File: config.mk
export PLATFORM = sky130hd
export DESIGN_NAME = smi_stream_bridge
export DESIGN_NICKNAME = d
export VERILOG_FILES = /design/src/rtl/smi_stream_pkg.sv /design/src/rtl/smi_stream_bridge_strobe_sync.sv /design/src/rtl/smi_stream_bridge.sv
export SDC_FILE = /design/constraint.sdc
export NUM_CORES = 1
export LEC_CHECK = 0
export CAP_MARGIN = 20
export CORE_ASPECT_RATIO = 1.2
export CORE_MARGIN = 8
export CORE_UTILIZATION = 40
export DETAILED_ROUTE_END_ITERATION = 8
export PLACE_DENSITY = 0.62
export REMOVE_ABC_BUFFERS = 1
export SYNTH_ARGS = -nofsm -noshare
export SYNTH_HDL_FRONTEND = slang
export SYNTH_HIERARCHICAL = 1
export SYNTH_SLANG_ARGS = --single-unit
File: constraint.sdc
create_clock -name i_sys_clk -period 2.15 [get_ports i_sys_clk]
set_input_delay 0.215 -clock i_sys_clk [delete_from_list [all_inputs] [get_ports i_sys_clk]]
set_output_delay 0.215 -clock i_sys_clk [all_outputs]
set_load 0.02 [all_outputs]
File: src/rtl/smi_stream_pkg.sv
// Shared definitions for the SMI stream bridge: register map, status layout,
// framer state encoding, framed-TX header payload and counter helpers.
package smi_stream_pkg;

    localparam logic [7:0] SMI_VERSION_DEFAULT = 8'h02;

    // Register addresses on the IOC fabric
    localparam logic [4:0] REG_VERSION = 5'd0;
    localparam logic [4:0] REG_STATUS  = 5'd1;
    localparam logic [4:0] REG_CHANNEL = 5'd2;
    localparam logic [4:0] REG_DIR     = 5'd3;
    localparam logic [4:0] REG_MODE    = 5'd4;
    localparam logic [4:0] REG_UDF_CNT = 5'd5;
    localparam logic [4:0] REG_OVF_CNT = 5'd6;

    // Status register bit positions
    localparam int unsigned ST_RX_EMPTY = 0;
    localparam int unsigned ST_TX_FULL  = 1;
    localparam int unsigned ST_CH_LSB   = 2;
    localparam int unsigned ST_CH_W     = 3;
    localparam int unsigned ST_TEST     = 5;
    localparam int unsigned ST_MODE     = 6;
    localparam int unsigned ST_DIR      = 7;

    localparam int unsigned CNT_W         = 8;
    localparam logic [7:0]  TEST_CNT_INIT = 8'h56;
    localparam logic [31:0] FR_SYNC_WORD  = 32'h0000_0000;

    typedef enum logic [1:0] {
        FR_SYNC = 2'd0,
        FR_B1   = 2'd1,
        FR_B2   = 2'd2,
        FR_B3   = 2'd3
    } fr_state_e;

    // Header byte of a framed TX word (bit 7 is the sync marker, not stored)
    typedef struct packed {
        logic       modem;
        logic       cond;
        logic [4:0] hdr;
    } fr_hdr_t;

    // Saturating counter step with read-clear; a same-cycle hit after clear yields 1
    function automatic logic [CNT_W-1:0] cnt_next(input logic [CNT_W-1:0] v,
                                                  input logic inc,
                                                  input logic clr);
        logic [CNT_W-1:0] base;
        base = clr ? '0 : v;
        if (inc && (base != {CNT_W{1'b1}})) begin
            return base + CNT_W'(1);
        end
        return base;
    endfunction

    // Rebuild a modem word from header plus three 7-bit payload bytes
    function automatic logic [31:0] fr_assemble(input fr_hdr_t h,
                                                input logic [6:0] p1,
                                                input logic [6:0] p2,
                                                input logic [6:0] p3);
        return {2'b10, h.hdr, p1, p2[6], h.modem, 2'b01, p2[5:0], p3, 1'b0};
    endfunction

endpackage

File: src/rtl/smi_stream_bridge_strobe_sync.sv
// smi_strobe_sync: brings an asynchronous active-low SMI strobe into the
// i_sys_clk domain and emits a one-cycle pulse per falling edge.
//   i_sys_clk, i_rst_b : clock, async active-low reset
//   i_strobe_b         : raw strobe from the SMI pins
//   o_fall             : registered pulse, 3 cycles after the strobe falls
module smi_strobe_sync (
    input  logic i_sys_clk,
    input  logic i_rst_b,
    input  logic i_strobe_b,
    output logic o_fall
);

    logic meta_q;
    logic sync_q;
    logic prev_q;
    logic fall_q;
    logic fall_d;

    // Falling edge on the synchronised strobe
    always_comb begin
        fall_d = prev_q & ~sync_q;
    end

    always_ff @(posedge i_sys_clk or negedge i_rst_b) begin
        if (!i_rst_b) begin
            meta_q <= 1'b0;
            sync_q <= 1'b0;
            prev_q <= 1'b0;
            fall_q <= 1'b0;
        end else begin
            meta_q <= i_strobe_b;
            sync_q <= meta_q;
            prev_q <= sync_q;
            fall_q <= fall_d;
        end
    end

    assign o_fall = fall_q;

endmodule

File: src/rtl/smi_stream_bridge.sv
// smi_stream_bridge: SMI bus <-> modem sample FIFO bridge with an IOC register
// block, RX prefetch/slicing, raw or framed TX packing, error counters and a
// test-pattern source.
//   Register fabric : i_ioc, i_data_in, o_data_out, i_cs, i_fetch_cmd, i_load_cmd
//   RX FIFO         : o_rx_fifo_pull, i_rx_fifo_data, i_rx_fifo_empty
//   TX FIFO         : o_tx_fifo_push, o_tx_fifo_data, i_tx_fifo_full
//   SMI pins        : i_smi_soe, i_smi_swe, i_smi_data, o_smi_data,
//                     o_smi_read_req, o_smi_write_req, i_smi_test
//   Config outputs  : o_channel, o_dir, o_cond_tx
module smi_stream_bridge #(
    parameter int unsigned SMI_W   = 8,
    parameter int unsigned WORD_W  = 32,
    parameter int unsigned NUM_CH  = 2,
    parameter logic [7:0]  VERSION = smi_stream_pkg::SMI_VERSION_DEFAULT
) (
    input  logic                      i_sys_clk,
    input  logic                      i_rst_b,
    input  logic [4:0]                i_ioc,
    input  logic [7:0]                i_data_in,
    output logic [7:0]                o_data_out,
    input  logic                      i_cs,
    input  logic                      i_fetch_cmd,
    input  logic                      i_load_cmd,
    output logic                      o_rx_fifo_pull,
    input  logic [WORD_W-1:0]         i_rx_fifo_data,
    input  logic                      i_rx_fifo_empty,
    output logic                      o_tx_fifo_push,
    output logic [WORD_W-1:0]         o_tx_fifo_data,
    input  logic                      i_tx_fifo_full,
    input  logic                      i_smi_soe,
    input  logic                      i_smi_swe,
    input  logic [SMI_W-1:0]          i_smi_data,
    output logic [SMI_W-1:0]          o_smi_data,
    output logic                      o_smi_read_req,
    output logic                      o_smi_write_req,
    input  logic                      i_smi_test,
    output logic [$clog2(NUM_CH)-1:0] o_channel,
    output logic                      o_dir,
    output logic                      o_cond_tx
);

    import smi_stream_pkg::*;

    localparam int unsigned CH_W      = $clog2(NUM_CH);
    localparam int unsigned BEATS     = WORD_W / SMI_W;
    localparam int unsigned BEAT_W    = (BEATS > 1) ? $clog2(BEATS) : 1;
    localparam bit          FRAMED_OK = (SMI_W == 8);

    // Strobe detection
    logic soe_fall;
    logic swe_fall;

    smi_strobe_sync u_soe_sync (
        .i_sys_clk  (i_sys_clk),
        .i_rst_b    (i_rst_b),
        .i_strobe_b (i_smi_soe),
        .o_fall     (soe_fall)
    );

    smi_strobe_sync u_swe_sync (
        .i_sys_clk  (i_sys_clk),
        .i_rst_b    (i_rst_b),
        .i_strobe_b (i_smi_swe),
        .o_fall     (swe_fall)
    );

    // State
    logic                  live_q;
    logic [CH_W-1:0]       ch_q,       ch_d;
    logic                  dir_q,      dir_d;
    logic                  mode_q,     mode_d;
    logic [7:0]            data_out_q, data_out_d;
    logic [CNT_W-1:0]      udf_cnt_q,  udf_cnt_d;
    logic [CNT_W-1:0]      ovf_cnt_q,  ovf_cnt_d;

    logic [WORD_W-1:0]     pf_word_q,  pf_word_d;
    logic                  pf_valid_q, pf_valid_d;
    logic                  pull_q,     pull_d;
    logic                  load_q,     load_d;
    logic [BEAT_W-1:0]     rx_beat_q,  rx_beat_d;
    logic [SMI_W-1:0]      smi_dout_q, smi_dout_d;
    logic [7:0]            test_cnt_q, test_cnt_d;

    logic [BEAT_W-1:0]     tx_beat_q,  tx_beat_d;
    logic [WORD_W-1:0]     tx_word_q,  tx_word_d;
    logic                  push_q,     push_d;
    logic [WORD_W-1:0]     tx_data_q,  tx_data_d;
    logic                  cond_tx_q,  cond_tx_d;
    fr_state_e             fr_state_q, fr_state_d;
    fr_hdr_t               fr_hdr_q,   fr_hdr_d;
    logic [6:0]            fr_p1_q,    fr_p1_d;
    logic [6:0]            fr_p2_q,    fr_p2_d;

    // Combinational helpers
    logic                  cfg_change;
    logic                  udf_inc;
    logic                  udf_clr;
    logic                  ovf_clr;
    logic                  resync;
    logic                  push_req;
    logic [WORD_W-1:0]     push_word;
    logic [WORD_W-1:0]     tx_shift;
    logic [7:0]            status;
    logic [7:0]            smi_byte;
    logic                  framed_en;
    logic [BEATS-1:0][SMI_W-1:0] rx_slices;

    assign rx_slices = pf_word_q;
    assign smi_byte  = i_smi_data[7:0];
    assign framed_en = mode_q & FRAMED_OK;

    // Status snapshot for register 1
    always_comb begin
        status                           = '0;
        status[ST_RX_EMPTY]              = i_rx_fifo_empty;
        status[ST_TX_FULL]               = i_tx_fifo_full;
        status[ST_CH_LSB +: ST_CH_W]     = ST_CH_W'(ch_q);
        status[ST_TEST]                  = i_smi_test;
        status[ST_MODE]                  = mode_q;
        status[ST_DIR]                   = dir_q;
    end

    // Register block: writes, reads, read-clear requests, config-change detect
    always_comb begin
        ch_d       = ch_q;
        dir_d      = dir_q;
        mode_d     = mode_q;
        data_out_d = data_out_q;
        udf_clr    = 1'b0;
        ovf_clr    = 1'b0;
        cfg_change = 1'b0;

        if (i_cs && i_load_cmd) begin
            case (i_ioc)
                REG_CHANNEL: begin
                    if (i_data_in < 8'(NUM_CH)) begin
                        ch_d = CH_W'(i_data_in);
                    end
                end
                REG_DIR: begin
                    dir_d      = i_data_in[0];
                    cfg_change = (i_data_in[0] != dir_q);
                end
                REG_MODE: begin
                    mode_d     = i_data_in[0];
                    cfg_change = (i_data_in[0] != mode_q);
                end
                default: ;
            endcase
        end

        if (i_cs && i_fetch_cmd) begin
            case (i_ioc)
                REG_VERSION: data_out_d = VERSION;
                REG_STATUS:  data_out_d = status;
                REG_CHANNEL: data_out_d = 8'(ch_q);
                REG_DIR:     data_out_d = {7'd0, dir_q};
                REG_MODE:    data_out_d = {7'd0, mode_q};
                REG_UDF_CNT: begin
                    data_out_d = udf_cnt_q;
                    udf_clr    = 1'b1;
                end
                REG_OVF_CNT: begin
                    data_out_d = ovf_cnt_q;
                    ovf_clr    = 1'b1;
                end
                default:     data_out_d = 8'h00;
            endcase
        end
    end

    // RX path: prefetch one word, hand it out slice by slice on SOE
    always_comb begin
        pf_word_d  = pf_word_q;
        pf_valid_d = pf_valid_q;
        pull_d     = 1'b0;
        load_d     = pull_q;
        rx_beat_d  = rx_beat_q;
        smi_dout_d = smi_dout_q;
        test_cnt_d = test_cnt_q;
        udf_inc    = 1'b0;

        // FIFO data arrives the cycle after the pop
        if (load_q) begin
            pf_word_d  = i_rx_fifo_data;
            pf_valid_d = 1'b1;
        end

        // Only one fetch in flight at a time
        if (!pf_valid_q && !pull_q && !load_q && !i_rx_fifo_empty && !i_smi_test) begin
            pull_d = 1'b1;
        end

        if (soe_fall) begin
            if (i_smi_test) begin
                smi_dout_d = SMI_W'(test_cnt_q);
                test_cnt_d = test_cnt_q + 8'd1;
            end else if (pf_valid_q) begin
                smi_dout_d = rx_slices[rx_beat_q];
                if (rx_beat_q == BEAT_W'(BEATS - 1)) begin
                    rx_beat_d  = '0;
                    pf_valid_d = 1'b0;
                end else begin
                    rx_beat_d = rx_beat_q + BEAT_W'(1);
                end
            end else begin
                smi_dout_d = '0;
                udf_inc    = 1'b1;
            end
        end

        if (cfg_change) begin
            rx_beat_d = '0;
        end
    end

    // TX path: raw shift-in or 4-byte framer, then push or drop on full
    always_comb begin
        tx_beat_d  = tx_beat_q;
        tx_word_d  = tx_word_q;
        fr_state_d = fr_state_q;
        fr_hdr_d   = fr_hdr_q;
        fr_p1_d    = fr_p1_q;
        fr_p2_d    = fr_p2_q;
        cond_tx_d  = cond_tx_q;
        tx_data_d  = tx_data_q;
        push_d     = 1'b0;
        push_req   = 1'b0;
        push_word  = '0;
        resync     = 1'b0;
        tx_shift   = (tx_word_q >> SMI_W) | (WORD_W'(i_smi_data) << (WORD_W - SMI_W));

        if (swe_fall) begin
            if (framed_en) begin
                case (fr_state_q)
                    FR_SYNC: begin
                        if (smi_byte[7]) begin
                            fr_hdr_d   = fr_hdr_t'(smi_byte[6:0]);
                            fr_state_d = FR_B1;
                        end else begin
                            push_req  = 1'b1;
                            push_word = WORD_W'(FR_SYNC_WORD);
                        end
                    end
                    FR_B1: begin
                        if (smi_byte[7]) begin
                            resync     = 1'b1;
                            fr_state_d = FR_SYNC;
                        end else begin
                            fr_p1_d    = smi_byte[6:0];
                            fr_state_d = FR_B2;
                        end
                    end
                    FR_B2: begin
                        if (smi_byte[7]) begin
                            resync     = 1'b1;
                            fr_state_d = FR_SYNC;
                        end else begin
                            fr_p2_d    = smi_byte[6:0];
                            fr_state_d = FR_B3;
                        end
                    end
                    default: begin
                        fr_state_d = FR_SYNC;
                        if (smi_byte[7]) begin
                            resync = 1'b1;
                        end else begin
                            push_req  = 1'b1;
                            push_word = WORD_W'(fr_assemble(fr_hdr_q, fr_p1_q, fr_p2_q,
                                                            smi_byte[6:0]));
                            cond_tx_d = fr_hdr_q.cond;
                        end
                    end
                endcase
            end else begin
                tx_word_d = tx_shift;
                if (tx_beat_q == BEAT_W'(BEATS - 1)) begin
                    tx_beat_d = '0;
                    push_req  = 1'b1;
                    push_word = tx_shift;
                end else begin
                    tx_beat_d = tx_beat_q + BEAT_W'(1);
                end
            end
        end

        if (push_req && !i_tx_fifo_full) begin
            push_d    = 1'b1;
            tx_data_d = push_word;
        end

        if (cfg_change) begin
            tx_beat_d  = '0;
            fr_state_d = FR_SYNC;
        end
    end

    // Error counters: underflow, and overflow/resync share one counter
    always_comb begin
        udf_cnt_d = cnt_next(udf_cnt_q, udf_inc, udf_clr);
        ovf_cnt_d = cnt_next(ovf_cnt_q, resync | (push_req & i_tx_fifo_full), ovf_clr);
    end

    always_ff @(posedge i_sys_clk or negedge i_rst_b) begin
        if (!i_rst_b) begin
            live_q     <= 1'b0;
            ch_q       <= '0;
            dir_q      <= 1'b0;
            mode_q     <= 1'b0;
            data_out_q <= '0;
            udf_cnt_q  <= '0;
            ovf_cnt_q  <= '0;
            pf_word_q  <= '0;
            pf_valid_q <= 1'b0;
            pull_q     <= 1'b0;
            load_q     <= 1'b0;
            rx_beat_q  <= '0;
            smi_dout_q <= '0;
            test_cnt_q <= TEST_CNT_INIT;
            tx_beat_q  <= '0;
            tx_word_q  <= '0;
            push_q     <= 1'b0;
            tx_data_q  <= '0;
            cond_tx_q  <= 1'b0;
            fr_state_q <= FR_SYNC;
            fr_hdr_q   <= '0;
            fr_p1_q    <= '0;
            fr_p2_q    <= '0;
        end else begin
            live_q     <= 1'b1;
            ch_q       <= ch_d;
            dir_q      <= dir_d;
            mode_q     <= mode_d;
            data_out_q <= data_out_d;
            udf_cnt_q  <= udf_cnt_d;
            ovf_cnt_q  <= ovf_cnt_d;
            pf_word_q  <= pf_word_d;
            pf_valid_q <= pf_valid_d;
            pull_q     <= pull_d;
            load_q     <= load_d;
            rx_beat_q  <= rx_beat_d;
            smi_dout_q <= smi_dout_d;
            test_cnt_q <= test_cnt_d;
            tx_beat_q  <= tx_beat_d;
            tx_word_q  <= tx_word_d;
            push_q     <= push_d;
            tx_data_q  <= tx_data_d;
            cond_tx_q  <= cond_tx_d;
            fr_state_q <= fr_state_d;
            fr_hdr_q   <= fr_hdr_d;
            fr_p1_q    <= fr_p1_d;
            fr_p2_q    <= fr_p2_d;
        end
    end

    assign o_data_out     = data_out_q;
    assign o_rx_fifo_pull = pull_q;
    assign o_tx_fifo_push = push_q;
    assign o_tx_fifo_data = tx_data_q;
    assign o_smi_data     = smi_dout_q;
    assign o_channel      = ch_q;
    assign o_dir          = dir_q;
    assign o_cond_tx      = cond_tx_q;

    // Request lines follow the FIFO flags live; live_q pins them to their idle
    // values while in reset
    assign o_smi_read_req  = i_smi_test | (live_q & (pf_valid_q | ~i_rx_fifo_empty));
    assign o_smi_write_req = ~live_q | ~i_tx_fifo_full;

endmodule

==> qor.csv <==
metric,value,unit
Pwr per Cell Area,1086,mW/mm^2
Total GRT Usage,16.04,%
Post-synth ARST share,100.0,%
clk slew on worst S/H paths,0.06,ns
max-slew violations,0,
first-pass detailed-route iteration total,7,
number of cells on the critical path,10,
cell area after layout,0.01000,sq mm
DRT iter0 DRCs,300,
cell taking the most area after synthesis,dfrtp_1,
clk sinks,172,
diode count,0,
synthesized area,0.007624,sq mm
setup TNS,0,ns
Reg-to-Reg Start,fr_state_q[1],
total power,10.86,mW
final setup violation count,0,
vias in the first global route,5935,
crit path time final,2.040,ns
Pleak,4.277,nW
Core Footprint,0.01879,sq mm
Antenna Nets Post-Route,0,
worst path arrival time,2.40,ns
Fillers,1652,
detailed placer's ending HPWL,13490,um
crit-path cells,clkdlybuf4s50_1 -> nor3_2 -> and3_1 -> nand3_1 -> and2_1 -> ha_1 -> and3_2 -> and3_1 -> o21ai_0 -> a22o_1,
row cnt,55,
critical path type,in2reg,
Worst Setup End Kind,flop,
CTS tree,yes,
CP bufs+invs,1,
Synth top area share,55.15,%
"Slowest-stage cell, CP",clkdlybuf4s50_1,
worst-path fanout max,5,
Root Driver,clkbuf_16,
Final #Nets,857,
peak supply drop,0.0005829,V
average vias per placed instance,5.285,
Setup crit start kind,input pin,
worst hold path cell count,1,
switching power,3.291,mW
area grow syn2layout,31.17,%
post-synthesis register bit count,172,
synthesized instance count,634,
CP required,2.51,ns
number of CTS-inserted buffers,17,
initial antenna violation count,0,
Placer Congestion,0.8305,
"Top FF cell, synth",dfrtp_1,
IO Pins,118,
sequential fraction of the synthesis area,56.52,%
skew final,0.007012,ns
CP most frequent cell,and3_1,
period utilization,94.90,%
Synth top cells by count,"dfrtp_1 (168), mux2_2 (79), nand2_1 (57), o21ai_0 (38), nor2_1 (36)",
clk_lat worst skew,0.43,ns
CP peak stage delay,0.45,ns
max_cap viols,0,
status,"finished, final reports clean",
worst hold path type,in2reg,
Reg power frac,44.5,%
Die Height,167.2,um
Tightest Pin Transition,0.5360,ns
largest net degree at the start of global routing,50,
top post-synthesis cells by area,"dfrtp_1 (55%), mux2_2 (12%), a22oi_1 (2.9%), nand2_1 (2.8%), o21ai_0 (2.5%)",
CP startpoint,i_ioc[3],
post-DR wirelength/cell,17.57,um
R2R cell count,8,
Post-Route WL,18500,um
routed via count,5565,
Syn. warnings,6,
relative slew slack,64.19,%
placed cell areas,0.009353,sq mm
unrepaired setup endpoints after global routing,true,
cell with the most instances after synthesis,dfrtp_1,
first-pass GRT wire length,30280,um
clock share of power,26.7,%
"delay-heaviest family, CP",simple AND/OR/NAND/NOR gates,
CTS HTree Levels,4,
Comb pwr share,28.8,%
highest clock rate,490.1,MHz
Post-synth EDFFs,0,
fraction of layout cells with a size suffix above 1,23.84,%
Internal,7.564,mW
Max clock buf depth,2,
post-synthesis cell type count,61,
HP Start,i_smi_swe,
die area,0.02375,sq mm
Die W,142.0,um
grt ovf,0,
Initial Util,40.58,%
DRC,0,
Sw Share,30.32,%
Final Hold Vio Count,0,
IO Port Bufs,117,
syn_area_per_cell,12.02,sq um
[kinds of logic after synthesis]
| group | Yosys count | synth area share [%] |
|---|---|---|
| adder cells (fa/ha/maj) | 9 | 1.477 |
| XOR/XNOR | 11 | 1.264 |
| AO/OA/AOI/OAI | 126 | 11.60 |
| multiplexers | 92 | 14.69 |
| buffers and inverters | 47 | 2.560 |
| AND/OR/NAND/NOR | 176 | 11.83 |
| other | 1 | 0.04919 |
| flip-flops | 172 | 56.52 |
[state kept, by name, summed over array words and instances (netlist names), 2 cells and up]
| name | cells |
|---|---|
| fr_p2_q | 7 |
| udf_cnt_q | 8 |
| ovf_cnt_q | 8 |
| rx_beat_q | 2 |
| tx_word_q | 24 |
| pf_word_q | 32 |
| fr_state_q | 2 |
| fr_hdr_q | 7 |
| fr_p1_q | 7 |
| o_tx_fifo_data | 32 |
| test_cnt_q | 8 |
| o_data_out | 8 |
| tx_beat_q | 2 |
| o_smi_data | 8 |
[final cells by class]
cell class,count,area (sq um),area share [%]
multi-input combinational,415,3176,31.76
clock inverter,8,87.58,0.8759
sequential,172,4309,43.09
timing repair buffer,167,1594,15.94
inverter,12,45.04,0.4505
clock buffer,23,467.9,4.680
tap,256,320.3,3.203
[timing repair]
item,4_1_cts,5_1_grt
setup buffers,0,3
pin swaps,0,4
endpoints found under the hold margin,38,0
hold buffers,1,0
setup endpoints to repair,1,39
gates resized for setup,1,11
[final timing paths]
kind	slack, ns	to
min in group asynchronous	0.27	o_tx_fifo_data[11]
setup / recovery	0.11	udf_cnt_q[0]
setup reg to reg	0.14	o_tx_fifo_data[30]
hold / removal	0.23	u_swe_sync/meta_q
hold reg to reg	0.35	u_swe_sync/sync_q
max in group asynchronous	1.19	tx_word_q[30]
[routing by layer]
| layer | part of all wire [%] | track usage (%) | up-vias |
|---|---|---|---|
| met1 | 41 | 19.05 | 2794 |
| li1 | - | - | 2606 |
| met4 | 2.1 | 6.364 | 0 |
| met2 | 52 | 27.20 | 143 |
| met3 | 5.2 | 4.011 | 22 |
| met5 | 0 | 0 | - |
[cells in the final DEF (no fill, tap or decap), types with 4 or more instances in the layout]
master,count
a21oi_1,11
a221oi_1,8
o21ai_1,5
dfrtp_1,168
ha_1,8
nand3_1,18
nand2_1,57
and3_1,12
mux2_2,79
nor3_1,7
a22o_1,5
nor2b_1,5
buf_4,45
o21ai_0,37
xnor2_1,10
dfstp_2,4
and2_1,7
mux2i_1,5
clkbuf_16,17
nand2b_1,4
clkbuf_1,4
nor2_1,36
inv_1,10
mux4_2,8
a22oi_1,29
nand4_1,7
a222oi_1,5
clkdlybuf4s50_1,115
[through the flow]
| step | instances | utilization, % | setup WS (ns) | hold slack [ns] |
|---|---|---|---|---|
| after floorplan | 599 | - | -0.9018 | -0.08059 |
| after global placement | 1018 | 49.78 | -0.3214 | 0.1590 |
| after detailed placement | 1018 | 49.78 | -0.4109 | 0.1679 |
| after CTS | 1050 | 52.79 | 0.001469 | 0.2146 |
| after global routing | 1053 | 53.23 | -0.01708 | 0.2213 |
| final | 1053 | 53.23 | 0.1097 | 0.2312 |
[power groups by stage]
stage               logic [mW]  registers (mW)  clock network, mW
floorplan                 1.50            5.06                  0
global placement          3.02            4.84                  0
detailed placement        3.11            4.89                  0
CTS                       3.13            4.84               2.98
global route              3.40            4.96               3.10
finish                    3.12            4.83               2.90
No activity file was read; power rests on OpenSTA's default activity.
